[src/rtl/sprite1_ctrl.sv]
// Sprite-1 compositing: hit test against a frame-shadowed position, RAM addressing, colour merge.
// Optional horizontal mirroring is built when SPRITE1_FLIPX_EN is defined.
module sprite1_ctrl #(
  parameter int SPRITE_SIZE = 16,
  parameter int BLINK_BIT   = 4
) (
  input  logic        HCLK,
  input  logic        HRESETn,
  input  logic        frame_start,
  input  logic        pix_valid,
  input  logic [9:0]  pix_x,
  input  logic [9:0]  pix_y,
  input  logic [23:0] bg_rgb,
  input  logic [31:0] sprite_data,
  input  logic [31:0] sprite_pixel,
  output logic        in_sprite,
  output logic [3:0]  rel_x,
  output logic [3:0]  rel_y,
  output logic        out_valid,
  output logic [23:0] out_rgb,
  output logic        hit,
  output logic [5:0]  frame_count
);

  logic [31:0] shadow;
  logic [10:0] dx;
  logic [10:0] dy;
  logic        hit1;
  logic        blanked;
  logic [3:0]  rel_x_nxt;
  logic        vld_p1;
  logic [23:0] bg_p1;
  logic        opaque_hit;

  always_ff @(posedge HCLK or negedge HRESETn) begin
    if (!HRESETn) begin
      shadow      <= '0;
      frame_count <= '0;
    end else if (frame_start) begin
      shadow      <= sprite_data;
      frame_count <= frame_count + 6'd1;
    end
  end

  // Negative offsets wrap to large unsigned values and fail the range test.
  always_comb begin
    dx      = {1'b0, pix_x} - {1'b0, shadow[9:0]};
    dy      = {1'b0, pix_y} - {2'b0, shadow[18:10]};
    blanked = shadow[29] & frame_count[BLINK_BIT];
    hit1    = pix_valid & shadow[31] & ~blanked &
              (dx < 11'(SPRITE_SIZE)) & (dy < 11'(SPRITE_SIZE));
`ifdef SPRITE1_FLIPX_EN
    rel_x_nxt = shadow[30] ? (4'd15 - dx[3:0]) : dx[3:0];
`else
    rel_x_nxt = dx[3:0];
`endif
  end

  // Stage 1: RAM address and delayed background
  always_ff @(posedge HCLK or negedge HRESETn) begin
    if (!HRESETn) begin
      in_sprite <= 1'b0;
      rel_x     <= '0;
      rel_y     <= '0;
      vld_p1    <= 1'b0;
      bg_p1     <= '0;
    end else begin
      in_sprite <= hit1;
      rel_x     <= hit1 ? rel_x_nxt : 4'd0;
      rel_y     <= hit1 ? dy[3:0]   : 4'd0;
      vld_p1    <= pix_valid;
      bg_p1     <= bg_rgb;
    end
  end

  assign opaque_hit = in_sprite & sprite_pixel[24];

  // Stage 2: merge RAM pixel over background
  always_ff @(posedge HCLK or negedge HRESETn) begin
    if (!HRESETn) begin
      out_valid <= 1'b0;
      hit       <= 1'b0;
      out_rgb   <= '0;
    end else begin
      out_valid <= vld_p1;
      hit       <= opaque_hit;
      if (!vld_p1)
        out_rgb <= '0;
      else
        out_rgb <= opaque_hit ? sprite_pixel[23:0] : bg_p1;
    end
  end

`ifdef SPRITE1_FLIPX_EN
  logic unused_bits;
  assign unused_bits = ^{sprite_pixel[31:25], shadow[28:19]};
`else
  logic unused_bits;
  assign unused_bits = ^{sprite_pixel[31:25], shadow[30], shadow[28:19]};
`endif

endmodule

[config.mk]
export PLATFORM = sky130hd
export DESIGN_NAME = sprite1_ctrl
export DESIGN_NICKNAME = d
export VERILOG_FILES = /design/src/rtl/sprite1_ctrl.sv
export SDC_FILE = /design/constraint.sdc
export NUM_CORES = 1
export LEC_CHECK = 0
export ABC_AREA = 1
export CORE_UTILIZATION = 39
export CTS_BUF_LIST = sky130_fd_sc_hd__clkbuf_8
export DETAILED_ROUTE_END_ITERATION = 10
export PLACE_DENSITY = 0.83
export SLEW_MARGIN = 0
export SYNTH_ARGS = -nofsm -noshare
export SYNTH_HDL_FRONTEND = slang
export SYNTH_SLANG_ARGS = --single-unit
[constraint.sdc]
create_clock -name HCLK -period 3.1 [get_ports HCLK]
set_clock_uncertainty 0.05 [all_clocks]
set_input_delay 0.775 -clock HCLK [delete_from_list [all_inputs] [get_ports HCLK]]
set_output_delay 0.775 -clock HCLK [all_outputs]
set_load 0.05 [all_outputs]
## Word-level counts from Yosys, hierarchy flattened

Cells that the tools add are included.

- Flip-flop bits (word level): 98
- Input bits: 112
- Output and inout bits: 41
- Word-level logic and storage cells: 26

- $add $sub $neg: 3
- $lt $le $gt $ge: 2
- Mux-type cells: 4
- Bitwise operators: 7

Operators by type and width:

| cell | count |
|---|---|
| two-way mux 24 bit | 2 |
| less-than comparator 11 x 5 -> 1 bit (second input constant) | 2 |
| subtractor 10 x 10 -> 11 bit | 1 |
| subtractor 10 x 9 -> 11 bit | 1 |
| two-way mux 4 bit | 2 |
| adder 6 x 1 -> 6 bit (second input constant) | 1 |
| AND 1 bit | 6 |
| inverter 1 bit | 1 |

## Depth between registers and ports, before layout

Gate-level depths: netlist of run 1.

- Depth in word-level cells: 6
- Mapped depth: 16
- Gate-level depth less buffers: 15

## Least setup slack after synthesis of run 1

OpenSTA, ideal clock, no wires.

- Path kind: in2reg
- Start point: input port pix_x[0]
- End point: register rel_x[0]
- Setup time: 0.074 ns
- Arrival: 2.282 ns
- Required time: 2.976 ns
- Path slack: 0.694 ns
- Cell stages on the path: 15
- Buffers on the path: 0
- Path through: inv_1 ha_1 inv_1 fa_1 nand2_1 nand2_1 nand3_1 nand2_1 nand2_1 nand2_1 nor2_1 nand3_1 nor2_1 nand3_2 nor2_1

- Cells in the longest elaborated chain, start to end: 5

Ends and longest elaborated chain:

| what | RTL line | text |
|---|---|---|
| start, declared | 11 | `input logic [9:0] pix_x,` |
| subtractor 10 x 10 -> 11 bit * | 47 | `dx = {1'b0, pix_x} - {1'b0, shadow[9:0]};` |
| less-than comparator 11 x 5 -> 1 bit | 51 | `(dx < 11'(SPRITE_SIZE)) & (dy < 11'(SPRITE_SIZE));` |
| AND 1 bit | 50 | `hit1 = pix_valid & shadow[31] & ~blanked &` |
| AND 1 bit | 51 |  |
| two-way mux 4 bit * | 69 | `rel_x <= hit1 ? rel_x_nxt : 4'd0;` |
| end signal, assigned | 69 |  |
| end, declared | 17 | `output logic [3:0] rel_x,` |

Mark *: on every way between the ends. The rest lies on a longest branch, timed or not.
A chain may end at the register's enable or synchronous reset.

## Final worst setup path of run 1

- Start point: input port pix_x[0]
- End point: register rel_y[3]

- Cells in the longest elaborated chain, start to end: 5

Ends and longest elaborated chain:

| what | RTL line | text |
|---|---|---|
| subtractor 10 x 10 -> 11 bit | 47 |  |
| less-than comparator 11 x 5 -> 1 bit | 51 |  |
| AND 1 bit | 50 |  |
| AND 1 bit | 51 |  |
| two-way mux 4 bit | 70 | `rel_y <= hit1 ? dy[3:0] : 4'd0;` |
| end signal, assigned | 70 |  |
| end, declared | 18 | `output logic [3:0] rel_y,` |

Every way passes these cells.

==> results of run 1 <==
==> per-layer routing <==
metal  routed length (um)  track usage [%]
met1                 4030             23.0
met5                    0                0
met4                  125             6.63
met2                 4820             35.5
met3                  604             5.73
==> cell type report <==
class                      instances  area (sq um)
sequential                        87          2180
clock inverter                     5          35.0
clock buffer                      10           138
multi-input combinational        299          1570
inverter                          59           221
fill                             855          4150
timing repair buffer             141          1400
tap                              133           166
==> logic make-up (layout without fill, tap and decap cells) <==
group / Yosys count / in the layout / share of synthesized area [%]
fa+ha+maj: 22 / 22 / 7.22
mux: 5 / 5 / 1.40
xor+xnor: 9 / 9 / 1.96
simple gates: 211 / 211 / 21.7
compound gates: 52 / 52 / 6.75
buf+inv: 71 / 215 / 6.81
flops: 87 / 87 / 54.1
==> worst register-to-register path, delay by kind of cell, from the launching register on <==
family                     cells  cell delay, ns
DFF                            1            0.35
and+or+nand+nor               11            1.17
adders and majority gates      2            0.55
buffers and inverters          1            0.06
==> Yosys cell counts (all sizes together) (4+ instances only) <==
cell	n	area, sq um
a21oi	7	38.8
clkbuf	11	41.3
dfrtp	87	2180
ha	20	250
inv	59	221
mux2	5	56.3
nand2	96	363
nand3	29	165
nand4	5	31.3
nor2	78	293
o21ai	42	210
xnor2	4	35.0
xor2	5	43.8
==> power groups by stage <==
stage	Clock, W	Combinational, W	Sequential (W)
2_1_floorplan	0	0.000347	0.00151
3_3_place_gp	0	0.000856	0.00131
3_5_place_dp	0	0.000879	0.00132
4_1_cts	0.000740	0.000883	0.00130
5_1_grt	0.000783	0.000971	0.00131
6_report	0.000704	0.000877	0.00129
==> registers in the layout, indices dropped and copies added (netlist names) <==
name         flops
bg_p1           24
frame_count      6
hit              1
in_sprite        1
out_rgb         24
out_valid        1
rel_x            4
rel_y            4
shadow          21
vld_p1           1
==> stage by stage <==
step                utilization (%)  std cells  hold slack, ns  cell area, sq um
floorplan                         -        457           0.375              4020
global placement               56.2        719           0.410              5540
detailed placement             56.2        719           0.421              5540
CTS                            57.9        734           0.301              5710
global route                   57.9        734           0.326              5710
finish                         57.9        734           0.306              5710
==> worst max-delay path by stage <==
stage,from,to,slack [ns]
finish,pix_x[0],rel_y[3],0.35
global route,pix_x[0],rel_y[3],0.04
CTS,pix_x[0],rel_y[3],0.32
detailed placement,pix_x[0],rel_y[3],-0.08
global placement,pix_x[0],rel_y[3],0.01
floorplan,pix_x[0],rel_x[0],0.69
==> impl_metrics.py, run 1 <==
metrics = {
    "final_layout": {
        "mostFrequentLayoutCell": "clkdlybuf4s50_1",
        "diodes": 0,
        "synthToLayoutAreaGrowth_pct": 42.0,
        "drive_gt1_share_pct": 5.82,
        "mostFrequentLayoutCells": "clkdlybuf4s50_1 (133), nand2_1 (95), dfrtp_1 (87)",
        "finalNetCount": 731,
    },
    "critical_path": {
        "cpPeakStageDelay_ns": 0.41,
        "cp_max_fo": 9,
        "regToRegSetupSlack_ns": 0.87,
        "start_kind": "input port",
        "r2r_cells": 14,
        "crit_type": "input port to flop",
        "reg2reg_from": "shadow[0]",
        "cp.buffers_inverters": 3,
        "required_ns": 3.34,
        "worstPathCellList": "clkdlybuf4s50_1 > inv_1 > ha_1 > inv_1 > fa_1 > nand2_1 > nand2_1 > nand3_1 > nand2_1 > nand2_1 > nand2_1 > nor2_1 > nand3_1 > nor2_1 > nand3_2 > nor2_1",
        "cp-end-kind": "flop",
        "r2r-end": "rel_y[3]",
        "crit_arrival_ns": 3.00,
        "cp_top_family": "simple AND/OR/NAND/NOR gates",
        "critPathSlowestCell": "fa_1",
        "cpMostUsedCell": "nand2_1",
        "cp.depth": 16,
    },
    "synth": {
        "post_synth_instance_area_sq_um": 4020,
        "synthFlopType": "dfrtp_1",
        "synth-seq-cells": 87,
        "syn_avg_cell_area_sq_um": 8.80,
        "yosysWarnings": 0,
        "synth-async-reset-ratio_pct": 100,
        "synth_nets": 591,
        "synthDistinctLibCells": 24,
        "synth-edff-count": 0,
        "yosysSeqAreaShare_pct": 54.1,
        "synth_cells": 457,
    },
    "power_and_ir_drop": {
        "internal-power_w": 0.00191,
        "vdd_drop_max_v": 0.000359,
        "power-per-cell-area_nw_per_um2": 504,
        "swShare_pct": 33.6,
        "seq_power_share_pct": 45.0,
        "p_switching_w": 0.000966,
        "finalPower_w": 0.00288,
        "p_comb_share_pct": 30.5,
        "clkPwrFrac_pct": 24.5,
        "p_leak_nw": 2.78,
    },
    "cts": {
        "clock_latency_ns": 0.36,
        "clk_path_buf_depth": 2,
        "cts_setup_buffers": 0,
        "cts_inserted_buffers": 9,
        "cts_tree": "built",
        "postCtsHoldBufs": 0,
        "clock_sinks": 87,
        "cts_root_buf": "clkbuf_8",
        "htreeDepth": 3,
        "clk_pin_slew_worst_paths_ns": 0.08,
        "cts_resized": 0,
    },
    "drt": {
        "wl_um": 9580,
        "drcViolationCount": 0,
        "antenna_left": 0,
        "drtIter0Drc": 215,
        "viasPerCell": 4.71,
        "post_drt_wl_per_cell_um": 13.1,
        "vias": 3459,
        "first_pass_iters": 5,
    },
    "grt": {
        "track_usage_pct": 20.0,
        "grt_pass1_wl_um": 16800,
        "overflow": 0,
        "grt_pass1_vias": 3588,
        "antenna_found_initial": 0,
        "grt_max_degree": 51,
    },
    "floorplan": {
        "die_w_um": 104,
        "io_pins": 153,
        "core-area_sq_um": 9860,
        "core.rowCount": 36,
        "dieArea_sq_um": 10700,
        "die_h_um": 104,
        "start_util_pct": 40.8,
    },
    "timing": {
        "fmax_ghz": 0.363,
        "finalSetupViolations": 0,
        "slew_viol_final": 0,
        "tightest_slew_ns": 0.698,
        "min_period_over_period_pct": 88.8,
        "finalCriticalPeriod_ns": 2.75,
        "final.setup.tns_ns": 0,
        "finalHoldViolCount": 0,
        "rsz0062_at_grt": "false",
        "setup_slack_ns": 0.346,
        "maxSlewHeadroom_pct": 53.5,
    },
    "worst_hold_path": {
        "min_path_type": "input port to asynchronous set/reset pin",
    },
    "placement": {
        "numPortBuffers": 134,
        "gp_congestion": 0.854,
        "post-place-ws_ns": -0.0783,
        "dp_hpwl_um": 7350,
    },
    "outcome": {
        "status": "completed",
    },
    "job": {
        "max_cap_viol_count": 0,
    },
}
(Power assumes the default switching activity.)
==> run 2, diff against run 1 <==
--- a/config.mk
+++ b/config.mk
@@ -6,10 +6,12 @@
 export NUM_CORES = 1
 export LEC_CHECK = 0
 export ABC_AREA = 1
-export CORE_UTILIZATION = 39
+export CORE_MARGIN = 2
+export CORE_UTILIZATION = 45
 export CTS_BUF_LIST = sky130_fd_sc_hd__clkbuf_8
 export DETAILED_ROUTE_END_ITERATION = 10
-export PLACE_DENSITY = 0.83
+export GPL_TIMING_DRIVEN = 0
+export PLACE_DENSITY = 0.93
 export SLEW_MARGIN = 0
 export SYNTH_ARGS = -nofsm -noshare
 export SYNTH_HDL_FRONTEND = slang
==> run 2 against run 1 <==
Power up 6.0%. Die area shrank 9.5%. Core utilization rose by 8.1 points. Sequential power about the same. Non-clock buffer count up 5.
==> impl_metrics.py, run 2 (synthesized netlist as in run 1, its figures left out) <==
metrics = {
    "drt": {
        "viasPerCell": 4.95,
        "post_drt_wl_per_cell_um": 14.0,
        "vias": 3533,
        "antenna_left": 0,
        "first_pass_iters": 4,
        "drcViolationCount": 0,
        "wl_um": 9980,
        "drtIter0Drc": 116,
    },
    "cts": {
        "htreeDepth": 3,
        "cts_root_buf": "clkbuf_8",
        "cts_resized": 0,
        "clk_path_buf_depth": 2,
        "cts_tree": "built",
        "clk_pin_slew_worst_paths_ns": 0.09,
        "cts_inserted_buffers": 9,
        "postCtsHoldBufs": 0,
        "cts_setup_buffers": 0,
        "clock_sinks": 87,
        "clock_latency_ns": 0.34,
    },
    "critical_path": {
        "start_kind": "input port",
        "crit_arrival_ns": 3.07,
        "crit_type": "input port to flop",
        "cp-end-kind": "flop",
        "required_ns": 3.32,
        "reg2reg_from": "shadow[0]",
        "cp-startpoint": "pix_x[0]",
        "cp_max_fo": 9,
    },
    "timing": {
        "rsz0062_at_grt": "false",
        "min_period_over_period_pct": 92.1,
        "maxSlewHeadroom_pct": 62.4,
        "finalSetupViolations": 0,
        "fmax_ghz": 0.350,
        "slew_viol_final": 0,
        "finalHoldViolCount": 0,
        "finalCriticalPeriod_ns": 2.86,
        "tightest_slew_ns": 0.563,
    },
    "final_layout": {
        "mostFrequentLayoutCells": "clkdlybuf4s50_1 (132), nand2_1 (95), dfrtp_1 (87)",
        "design_area_sq_um": 5730,
        "diodes": 0,
        "synthToLayoutAreaGrowth_pct": 42.5,
        "finalNetCount": 736,
        "mostFrequentLayoutCell": "clkdlybuf4s50_1",
        "fill_cells": 701,
        "drive_gt1_share_pct": 5.12,
        "stdcell_count": 714,
        "top_regs": "bg_p1: 24 flops, out_rgb: 24 flops, shadow: 21 flops",
        "fin_util_pct": 66.0,
    },
    "floorplan": {
        "core.rowCount": 34,
        "core-area_sq_um": 8680,
        "start_util_pct": 46.3,
        "die_w_um": 98.5,
        "dieArea_sq_um": 9710,
        "io_pins": 153,
        "die_h_um": 98.5,
    },
    "placement": {
        "place_area_sq_um": 5510,
        "gp_congestion": 0.887,
        "dp.cells": 699,
        "dp_hpwl_um": 7740,
        "numPortBuffers": 133,
    },
    "grt": {
        "grt_max_degree": 72,
        "grt_pass1_wl_um": 16600,
        "overflow": 0,
        "grt_pass1_vias": 3651,
        "antenna_found_initial": 0,
        "track_usage_pct": 21.1,
    },
    "outcome": {
        "status": "completed",
    },
    "job": {
        "max_cap_viol_count": 0,
    },
    "power_and_ir_drop": {
        "power-per-cell-area_nw_per_um2": 532,
        "vdd_drop_max_v": 0.000300,
        "p_leak_nw": 2.79,
    },
    "worst_hold_path": {
        "min_path_type": "input port to asynchronous set/reset pin",
    },
}
==> run 2: power breakdown <==
group          switching [W]  internal [W]  total (W)
Sequential         0.0000655       0.00123    0.00130
Clock               0.000405      0.000458   0.000863
Combinational       0.000521      0.000368   0.000890
Total               0.000991       0.00206    0.00305
==> run 2: final timing paths <==
check                              end  slack [ns]  depth (start not counted)
min                           bg_p1[0]        0.24                          1
min in group HCLK          out_rgb[11]        0.44                          2
max reg2reg                   rel_x[3]        0.78                         14
min reg2reg                out_rgb[11]        0.44                          2
max                           rel_x[3]        0.24                         16
max in group asynchronous          hit        2.15                          2
==> run 2: stage by stage <==
stage	setup TNS, ns	worst slack (ns)	total power [W]	hold WS [ns]
after floorplan	0	0.694	0.00185	0.375
final	0	0.245	0.00305	0.243
after CTS	0	0.238	0.00308	0.238
after global routing	0	0.0776	0.00322	0.233
after detailed placement	-0.834	-0.114	0.00221	0.417
after global placement	-149.29	-1.72	0.00217	0.411
==> run 2: critical path, stage by stage <==
cell and delay (ns):
clkdlybuf4s50_1 0.40, inv_1 0.06, ha_1 0.14, inv_1 0.07
fa_1 0.46, nand2_1 0.11, nand2_1 0.09, nand3_1 0.10
nand2_1 0.06, nand2_1 0.07, nand2_1 0.05, nor2_1 0.10
nand3_1 0.07, nor2_1 0.13, nand3_2 0.21, nor2_1 0.16
==> run 2: cell type report <==
type | count | area [sq um] | share of cell area (%)
sequential | 87 | 2180 | 38.0
multi-input combinational | 299 | 1570 | 27.4
timing repair buffer | 134 | 1360 | 23.7
inverter | 59 | 221 | 3.86
tap | 108 | 135 | 2.36
clock buffer | 9 | 124 | 2.16
clock inverter | 6 | 93.8 | 1.64
buffer | 12 | 52.6 | 0.917
==> run 2: routing by layer <==
| layer | part of all wire (%) | GRT usage [%] |
|---|---|---|
| met1 | 38 | 23.5 |
| met2 | 54 | 39.9 |
| met4 | 1.4 | 6.32 |
| met3 | 6.7 | 4.96 |
| met5 | 0 | 0 |
==> run 3, diff against run 2 <==
--- a/config.mk
+++ b/config.mk
@@ -12,6 +12,7 @@
 export DETAILED_ROUTE_END_ITERATION = 10
 export GPL_TIMING_DRIVEN = 0
 export PLACE_DENSITY = 0.93
+export RECOVER_POWER = 100
 export SLEW_MARGIN = 0
 export SYNTH_ARGS = -nofsm -noshare
 export SYNTH_HDL_FRONTEND = slang
==> run 3 against run 2 <==
Sequential share of layout area hardly changed. Sequential cell count is the same. Critical path depth did not move. Worst hold slack better by 0.19 ns. Clock power about the same. Register-to-register slack about the same. Routed wire length shrank 0.20%. Largest cell class unchanged.
==> impl_metrics.py, run 3 (synthesized netlist as in run 1, its figures left out) <==
metrics = {
    "outcome": {
        "status": "completed",
    },
    "worst_hold_path": {
        "min_path_type": "flop to flop",
        "min_from": "bg_p1[18]",
    },
    "floorplan": {
        "die_w_um": 98.5,
        "start_util_pct": 46.3,
        "core.rowCount": 34,
        "dieArea_sq_um": 9710,
        "io_pins": 153,
        "core-area_sq_um": 8680,
        "die_h_um": 98.5,
    },
    "grt": {
        "track_usage_pct": 21.1,
        "overflow": 0,
        "grt_pass1_vias": 3651,
        "grt_max_degree": 72,
        "grt_pass1_wl_um": 16600,
        "antenna_found_initial": 0,
    },
    "final_layout": {
        "diodes": 0,
        "synthToLayoutAreaGrowth_pct": 42.4,
        "fill_cells": 701,
        "finalNetCount": 736,
        "design_area_sq_um": 5730,
        "mostFrequentLayoutCell": "nand2_1",
        "stdcell_count": 714,
        "drive_gt1_share_pct": 4.79,
        "mostFrequentLayoutCells": "nand2_1 (95), dfrtp_1 (87), nor2_1 (78)",
        "top_regs": "bg_p1: 24 flops, out_rgb: 24 flops, shadow: 21 flops",
    },
    "drt": {
        "viasPerCell": 4.95,
        "vias": 3533,
        "drtIter0Drc": 128,
        "antenna_left": 0,
        "wl_um": 9960,
        "drcViolationCount": 0,
        "first_pass_iters": 4,
        "post_drt_wl_per_cell_um": 14.0,
    },
    "timing": {
        "finalSetupViolations": 0,
        "finalCriticalPeriod_ns": 2.86,
        "maxSlewHeadroom_pct": 29.1,
        "tightest_slew_ns": 1.06,
        "finalHoldViolCount": 0,
        "min_period_over_period_pct": 92.2,
        "rsz0062_at_grt": "false",
        "fmax_ghz": 0.350,
        "slew_viol_final": 0,
    },
    "cts": {
        "clock_sinks": 87,
        "cts_setup_buffers": 0,
        "clock_latency_ns": 0.34,
        "postCtsHoldBufs": 0,
        "htreeDepth": 3,
        "cts_tree": "built",
        "clk_pin_slew_worst_paths_ns": 0.09,
        "cts_root_buf": "clkbuf_8",
        "cts_inserted_buffers": 9,
        "cts_resized": 0,
        "clk_path_buf_depth": 2,
    },
    "placement": {
        "dp_hpwl_um": 7740,
        "numPortBuffers": 133,
        "place_area_sq_um": 5510,
        "dp.cells": 699,
        "gp_congestion": 0.887,
    },
    "power_and_ir_drop": {
        "p_leak_nw": 2.88,
        "clkPwrFrac_pct": 28.5,
        "p_comb_share_pct": 28.6,
        "finalPower_w": 0.00302,
        "p_switching_w": 0.000988,
        "vdd_drop_max_v": 0.000299,
        "seq_power_share_pct": 42.9,
        "power-per-cell-area_nw_per_um2": 527,
        "internal-power_w": 0.00203,
        "swShare_pct": 32.7,
    },
    "critical_path": {
        "worstPathCellList": "clkdlybuf4s50_1 > inv_1 > ha_1 > inv_1 > fa_1 > nand2_1 > nand2_1 > nand3_1 > nand2_1 > nand2_1 > nand2_1 > nor2_1 > nand3_1 > nor2_1 > nand3_2 > nor2_1",
        "cp-startpoint": "pix_x[0]",
        "reg2reg_from": "shadow[0]",
        "crit_arrival_ns": 3.07,
        "start_kind": "input port",
        "required_ns": 3.32,
        "crit_type": "input port to flop",
        "cpPeakStageDelay_ns": 0.46,
        "cp-end-kind": "flop",
        "cp_max_fo": 9,
        "cpMostUsedCell": "nand2_1",
        "critPathSlowestCell": "fa_1",
    },
    "job": {
        "max_cap_viol_count": 0,
    },
}
run 3: cell count changes in the layout (fill, tap and decap cells not counted), sizes merged:
cell,previous run,this run
clkdlybuf4s50,132,64
buf,3,2
clkbuf,20,21
dlygate4sd3,0,68
run 3: layout make-up:
type | count | area [sq um] | area share (%)
Clock buffer | 9 | 124 | 2.16
Clock inverter | 6 | 93.8 | 1.64
Timing Repair Buffer | 134 | 1350 | 23.6
Multi-Input combinational cell | 299 | 1570 | 27.4
Buffer | 12 | 52.6 | 0.918
Sequential cell | 87 | 2180 | 38.0
Tap cell | 108 | 135 | 2.36
Inverter | 59 | 221 | 3.87
run 3: through the flow:
stage	hold slack [ns]	TNS [ns]	setup slack, ns	utilization, %
after global placement	0.411	-149.29	-1.72	63.2
after floorplan	0.375	0	0.694	-
after global routing	0.460	0	0.0776	66.0
final	0.437	0	0.243	66.0
after detailed placement	0.417	-0.834	-0.114	63.5
after CTS	0.238	0	0.238	66.0
run 3: path summary, 6_finish.rpt:
kind                       slack [ns]          end  cells past startpoint
hold / removal                   0.44  out_rgb[18]                      2
max in group asynchronous        1.58          hit                      2
hold reg to reg                  0.44  out_rgb[18]                      2
setup reg to reg                 0.78     rel_x[3]                     14
min in group asynchronous        0.55     bg_p1[0]                      1
setup / recovery                 0.24     rel_x[3]                     16
run 3: per-layer routing:
metal | GRT usage, % | up-vias | part of all wire [%]
li1 | - | 1723 | -
met1 | 23.5 | 1666 | 38
met2 | 39.9 | 130 | 54
met3 | 4.96 | 14 | 6.6
met4 | 6.32 | 0 | 1.4
met5 | 0 | - | 0
run 3: critical path: cells and delay by family:
kind / cells / cell delay (ns)
adders and majority gates: 2 / 0.60
buffers and inverters: 3 / 0.53
and+or+nand+nor: 11 / 1.16
run 3: power groups by stage:
stage / sequential [W] / combinational, W / clock (W)
after global placement: 0.00131 / 0.000852 / 0
after global routing: 0.00131 / 0.000945 / 0.000941
after floorplan: 0.00151 / 0.000347 / 0
final: 0.00129 / 0.000863 / 0.000861
after detailed placement: 0.00132 / 0.000887 / 0
after CTS: 0.00130 / 0.000893 / 0.000886
==> edit 1, RTL diff (config.mk and constraints of run 1) <==
Remove the register `rel_y`: a continuous assignment takes its place, so the output `rel_y` follows one clock earlier.
--- a/src/rtl/sprite1_ctrl.sv
+++ b/src/rtl/sprite1_ctrl.sv
@@ -61,17 +61,17 @@
     if (!HRESETn) begin
       in_sprite <= 1'b0;
       rel_x     <= '0;
-      rel_y     <= '0;
       vld_p1    <= 1'b0;
       bg_p1     <= '0;
     end else begin
       in_sprite <= hit1;
       rel_x     <= hit1 ? rel_x_nxt : 4'd0;
-      rel_y     <= hit1 ? dy[3:0]   : 4'd0;
       vld_p1    <= pix_valid;
       bg_p1     <= bg_rgb;
     end
   end
+
+  assign rel_y = hit1 ? dy[3:0]   : 4'd0;
 
   assign opaque_hit = in_sprite & sprite_pixel[24];
 
Formal check against the unedited RTL: not equivalent (a bounded check fails within 4 cycles, from zero or initial values and one cycle with HRESETn low).
==> edit 1 against run 1 <==
- the flow now finishes with violations (negative setup slack)
- maximum frequency down 23%
- area after synthesis shrank 2.5%
- final area grew 9.1%
- count of clock-buffer cells in the layout shrank 1
- worst setup slack worse by 820 ps
- routed wire length is 11% higher
- utilization up 5.9 points
- power up 5.2%
- synthesized cell count is 0.88% lower
- sequential cell count decreased by 4
- critical path type is now primary input to output port
==> edit 1: results (changes against run 1) <==
stage;metric;value;unit;change
place;dpl.hpwl;7.69;mm;was 7.35 mm
pwr;peakVddDrop;0.249;mV;was 0.359 mV
synthesis;ys_top_cells_by_count;95 x nand2_1, 83 x dfrtp_1, 78 x nor2_1, 58 x inv_1, 42 x o21ai_0;;was 95 x nand2_1, 87 x dfrtp_1, 78 x nor2_1, 58 x inv_1, 42 x o21ai_0
hold_path;hold_class;register to register;;was primary input to async pin
finish;reg_top3;bg_p1 (24), out_rgb (24), shadow (21);;unchanged
sta;finalSetupViolations;4;;was 0
global_route;gr-usage-all-layers;0.216;;was 0.200
pwr;p_leak;2.93;nW;was 2.78 nW
setup_path;worstPathArrival;2750;ps;was 3000 ps
routing;ant_nets;0;;unchanged
clock_tree;clk-insertion-delay-late;360;ps;about the same
clock_tree;root_buffer;clkbuf_8;;unchanged
clock_tree;ctsLongestPathBuffers;2;;unchanged
setup_path;reg2reg_to;rel_x[0];;was rel_y[3]
status;status;finished with violations;;was finished, final reports clean
setup_path;rr_worst_depth;16;;was 14
routing;drt_first_pass_iters;6;;was 5
hold_path;hold_depth;2;;
place;portBuffers;134;;unchanged
global_route;grt_pass1_wl;17.1;mm;was 16.8 mm
sta;fin_ws;-478;ps;was 346 ps
global_route;antenna_found_initial;1;;was 0
sta;fin_tns_setup;-1840;ps;was 0 ps
synthesis;synth.area.top_cells;dfrtp_1 53%, nand2_1 9.1%, nor2_1 7.5%;;was dfrtp_1 54%, nand2_1 8.9%, nor2_1 7.3%
finish;final_nets;757;;was 731
synthesis;yosys_warnings;0;;unchanged
finish;fillers;791;;was 855
finish;drive_above_1_share;0.191;;was 0.0582
hold_path;min_to;out_rgb[2];;
place;place.gp.congestion;0.925;;was 0.854
synthesis;yosysSeqAreaShare;0.530;;was 0.541
synthesis;synth_nets;587;;was 591
setup_path;r2r_setup_slack;670;ps;was 870 ps
sta;hold_slack;441;ps;was 306 ps
routing;routed_wl;10.7;mm;was 9.58 mm
routing;drt_iter0_drc;93;;was 215
synthesis;synthFlopType;dfrtp_1;;unchanged
global_route;grt_start_max_net_pins;84;;was 51
global_route;grt_pass1_vias;3640;;was 3588
sta;worst_pin_slew;1020;ps;was 698 ps
routing;num_vias;3632;;was 3459
clock_tree;cts_made_buffers;9;;unchanged
status;violations;negative setup slack;;
setup_path;crit_fanout;5;;was 9
edit 1: cell types whose count changed after synthesis, sizes merged:
cell,run 1,this run
dfrtp,87,83
edit 1: how the worst max path moves through the flow:
| stage | start | endpoint | slack, ps | cells after the start |
|---|---|---|---|---|
| after floorplan | pix_x[0] | rel_y[0] | -170 | 15 |
| after global placement | pix_x[0] | rel_y[0] | -870 | 17 |
| after detailed placement | pix_x[0] | rel_y[1] | -970 | 17 |
| after CTS | pix_x[0] | rel_y[2] | -450 | 17 |
| after global routing | pix_x[0] | rel_y[0] | -550 | 16 |
| final | pix_y[5] | rel_y[0] | -480 | 11 |
edit 1: layout make-up:
type                    count  area share
diodes                      1    0.000402
clock buffers               9      0.0199
clock inverters             7     0.00843
inverters                  59      0.0379
multi-input cells         299       0.306
flip-flops and latches     83       0.333
well taps                 133      0.0267
repair buffers            171       0.267
edit 1: layer usage:
| metal | up-vias | share of wire | routed length, um | track usage |
|---|---|---|---|---|
| li1 | 1757 | - | - | - |
| met1 | 1720 | 0.40 | 4220 | 0.235 |
| met5 | - | 0 | 0 | 0 |
| met4 | 0 | 0.018 | 187 | 0.0912 |
| met3 | 17 | 0.081 | 865 | 0.0711 |
| met2 | 138 | 0.51 | 5410 | 0.386 |
edit 1: repair_timing:
item | CTS | global route
pin swaps | 27 | 14
endpoints found under the setup margin | 4 | 4
buffers inserted | 7 | 3
resized for setup | 61 | 10
edit 1: worst max-delay path, cell delays in order:
cell and delay (ps):
clkdlybuf4s50_1 470, ha_4 320, buf_4 120, nand3_2 100, or2_1 250, nand3_1 110
nand2_1 80, inv_2 70, nand3_4 140, nor2_4 170, buf_12 140
edit 1: metrics by stage:
stage	setup WS [ps]	cells	power [mW]	cell area (sq um)
global route	-548	762	3.20	6230
finish	-478	762	3.03	6230
global placement	-872	735	2.18	5700
floorplan	-172	453	1.81	3990
CTS	-449	758	3.02	6170
detailed placement	-972	735	2.23	5700
edit 1: kinds of logic (layout without fill, tap and decap cells):
group	Yosys count	in the layout	share of synthesized area
buffers and inverters	71	246	0.0699
multiplexers	5	5	0.0144
flip-flops	83	83	0.530
AO/OA/AOI/OAI	52	52	0.0692
other	0	1	0
adder cells (fa/ha/maj)	22	22	0.0740
XOR/XNOR	9	9	0.0201
AND/OR/NAND/NOR	211	211	0.223
edit 1: power by group:
part	switching, mW	internal (mW)
sequential	0.0696	1.18
clock	0.409	0.298
combinational	0.593	0.478
==> edit 2, RTL diff (settings of run 1) <==
Without the edit above. Build with the macro `SPRITE1_FLIPX_EN` defined.
--- a/src/rtl/sprite1_ctrl.sv
+++ b/src/rtl/sprite1_ctrl.sv
@@ -1,5 +1,7 @@
 // Sprite-1 compositing: hit test against a frame-shadowed position, RAM addressing, colour merge.
 // Optional horizontal mirroring is built when SPRITE1_FLIPX_EN is defined.
+`define SPRITE1_FLIPX_EN
+
 module sprite1_ctrl #(
   parameter int SPRITE_SIZE = 16,
   parameter int BLINK_BIT   = 4
Function: changed (Yosys sat finds a counterexample within 4 cycles, from zero or initial values and one cycle with HRESETn low).
==> edit 2 against run 1 <==
- power grew 6.8%
- highest routed layer unchanged
- clock power increased by 24%
- routed wire length fell by 2.9%
- sequential share of layout area is essentially flat
- final area is 1.3% higher
- non-clock buffer count shrank 3
- via count is 1.4% lower
- worst setup slack gained 81 ps
- sequential cell count is 1 higher
- register-to-register slack gained 70 ps
- area after synthesis grew 0.93%
- critical path depth unchanged
- utilization is 0.47 points higher
==> edit 2: results (changes against run 1) <==
stage;metric;value;unit;change
status;status;finished, final reports clean;;unchanged
finish;sh_seq_area;0.381;;about the same
finish;multi_input_area_share;0.276;;was 0.275
finish;fin_area;5780;sq um;was 5710 sq um
finish;num-nonclk-inverters;58;;was 59
synthesis;yosysSeqAreaShare;0.543;;was 0.541
pwr;peakVddDrop;0.320;mV;was 0.359 mV
synthesis;synthXorXnorAreaFrac;0.0302;;was 0.0196
finish;clkbuf_count;9;;was 10
place;place.gp.congestion;0.856;;was 0.854
finish;non_clock_buffer_count;138;;was 141
synthesis;synth_compound_area_frac;0.0706;;was 0.0675
pwr;p_leak;2.77;nW;was 2.78 nW
place;dpl_cell_area;5560;sq um;was 5540 sq um
routing;drt_iter0_drc;107;;was 215
finish;reg_top3;bg_p1 (24), out_rgb (24), shadow (22);;was bg_p1 (24), out_rgb (24), shadow (21)
setup_path;r2r_setup_slack;940;ps;was 870 ps
routing;drt_first_pass_iters;4;;was 5
setup_path;slowest_delay;430;ps;was 410 ps
place;preCtsSetupSlack;40.7;ps;was -78.3 ps
pwr;p_sw;0.996;mW;was 0.966 mW
finish;final_nets;725;;was 731
finish;fillers;853;;was 855
synthesis;ys_top_cells_by_count;91 x nand2_1, 88 x dfrtp_1, 72 x nor2_1, 57 x inv_1, 43 x o21ai_0;;was 95 x nand2_1, 87 x dfrtp_1, 78 x nor2_1, 58 x inv_1, 42 x o21ai_0
sta;worst_pin_slew;714;ps;was 698 ps
setup_path;worstPathArrival;2910;ps;was 3000 ps
global_route;grt_start_max_net_pins;48;;was 51
finish;clock_area_frac;0.0381;;was 0.0302
synthesis;synth_fa_ha_area_frac;0.0715;;was 0.0722
[edit 2: cell types whose count changed after synthesis, sizes merged, moves of 2 or more]
cell | before | now
nand3b | 1 | 3
nand2 | 96 | 94
nand3 | 29 | 18
xnor2 | 4 | 7
nand4 | 5 | 7
xor2 | 5 | 7
nor2 | 78 | 73
a21oi | 7 | 11
a21o | 2 | 0
nor3 | 0 | 2
[edit 2: cells by family (layout without fill, tap and decap cells)]
kind of cell,after synthesis,in the layout
AO/OA/AOI/OAI,56,56
flip-flops,88,88
buffers and inverters,70,212
XOR/XNOR,14,14
AND/OR/NAND/NOR,198,198
adder cells (fa/ha/maj),22,22
multiplexers,6,6
[edit 2: metal layers]
layer  part of all wire  track usage  vias up  routed length [um]
met1               0.43        0.216     1605                4040
met4              0.014       0.0684        0                 134
li1                   -            -     1698                   -
met5                  0            0        -                   0
met2               0.51        0.330       99                4720
met3              0.044       0.0382       10                 405
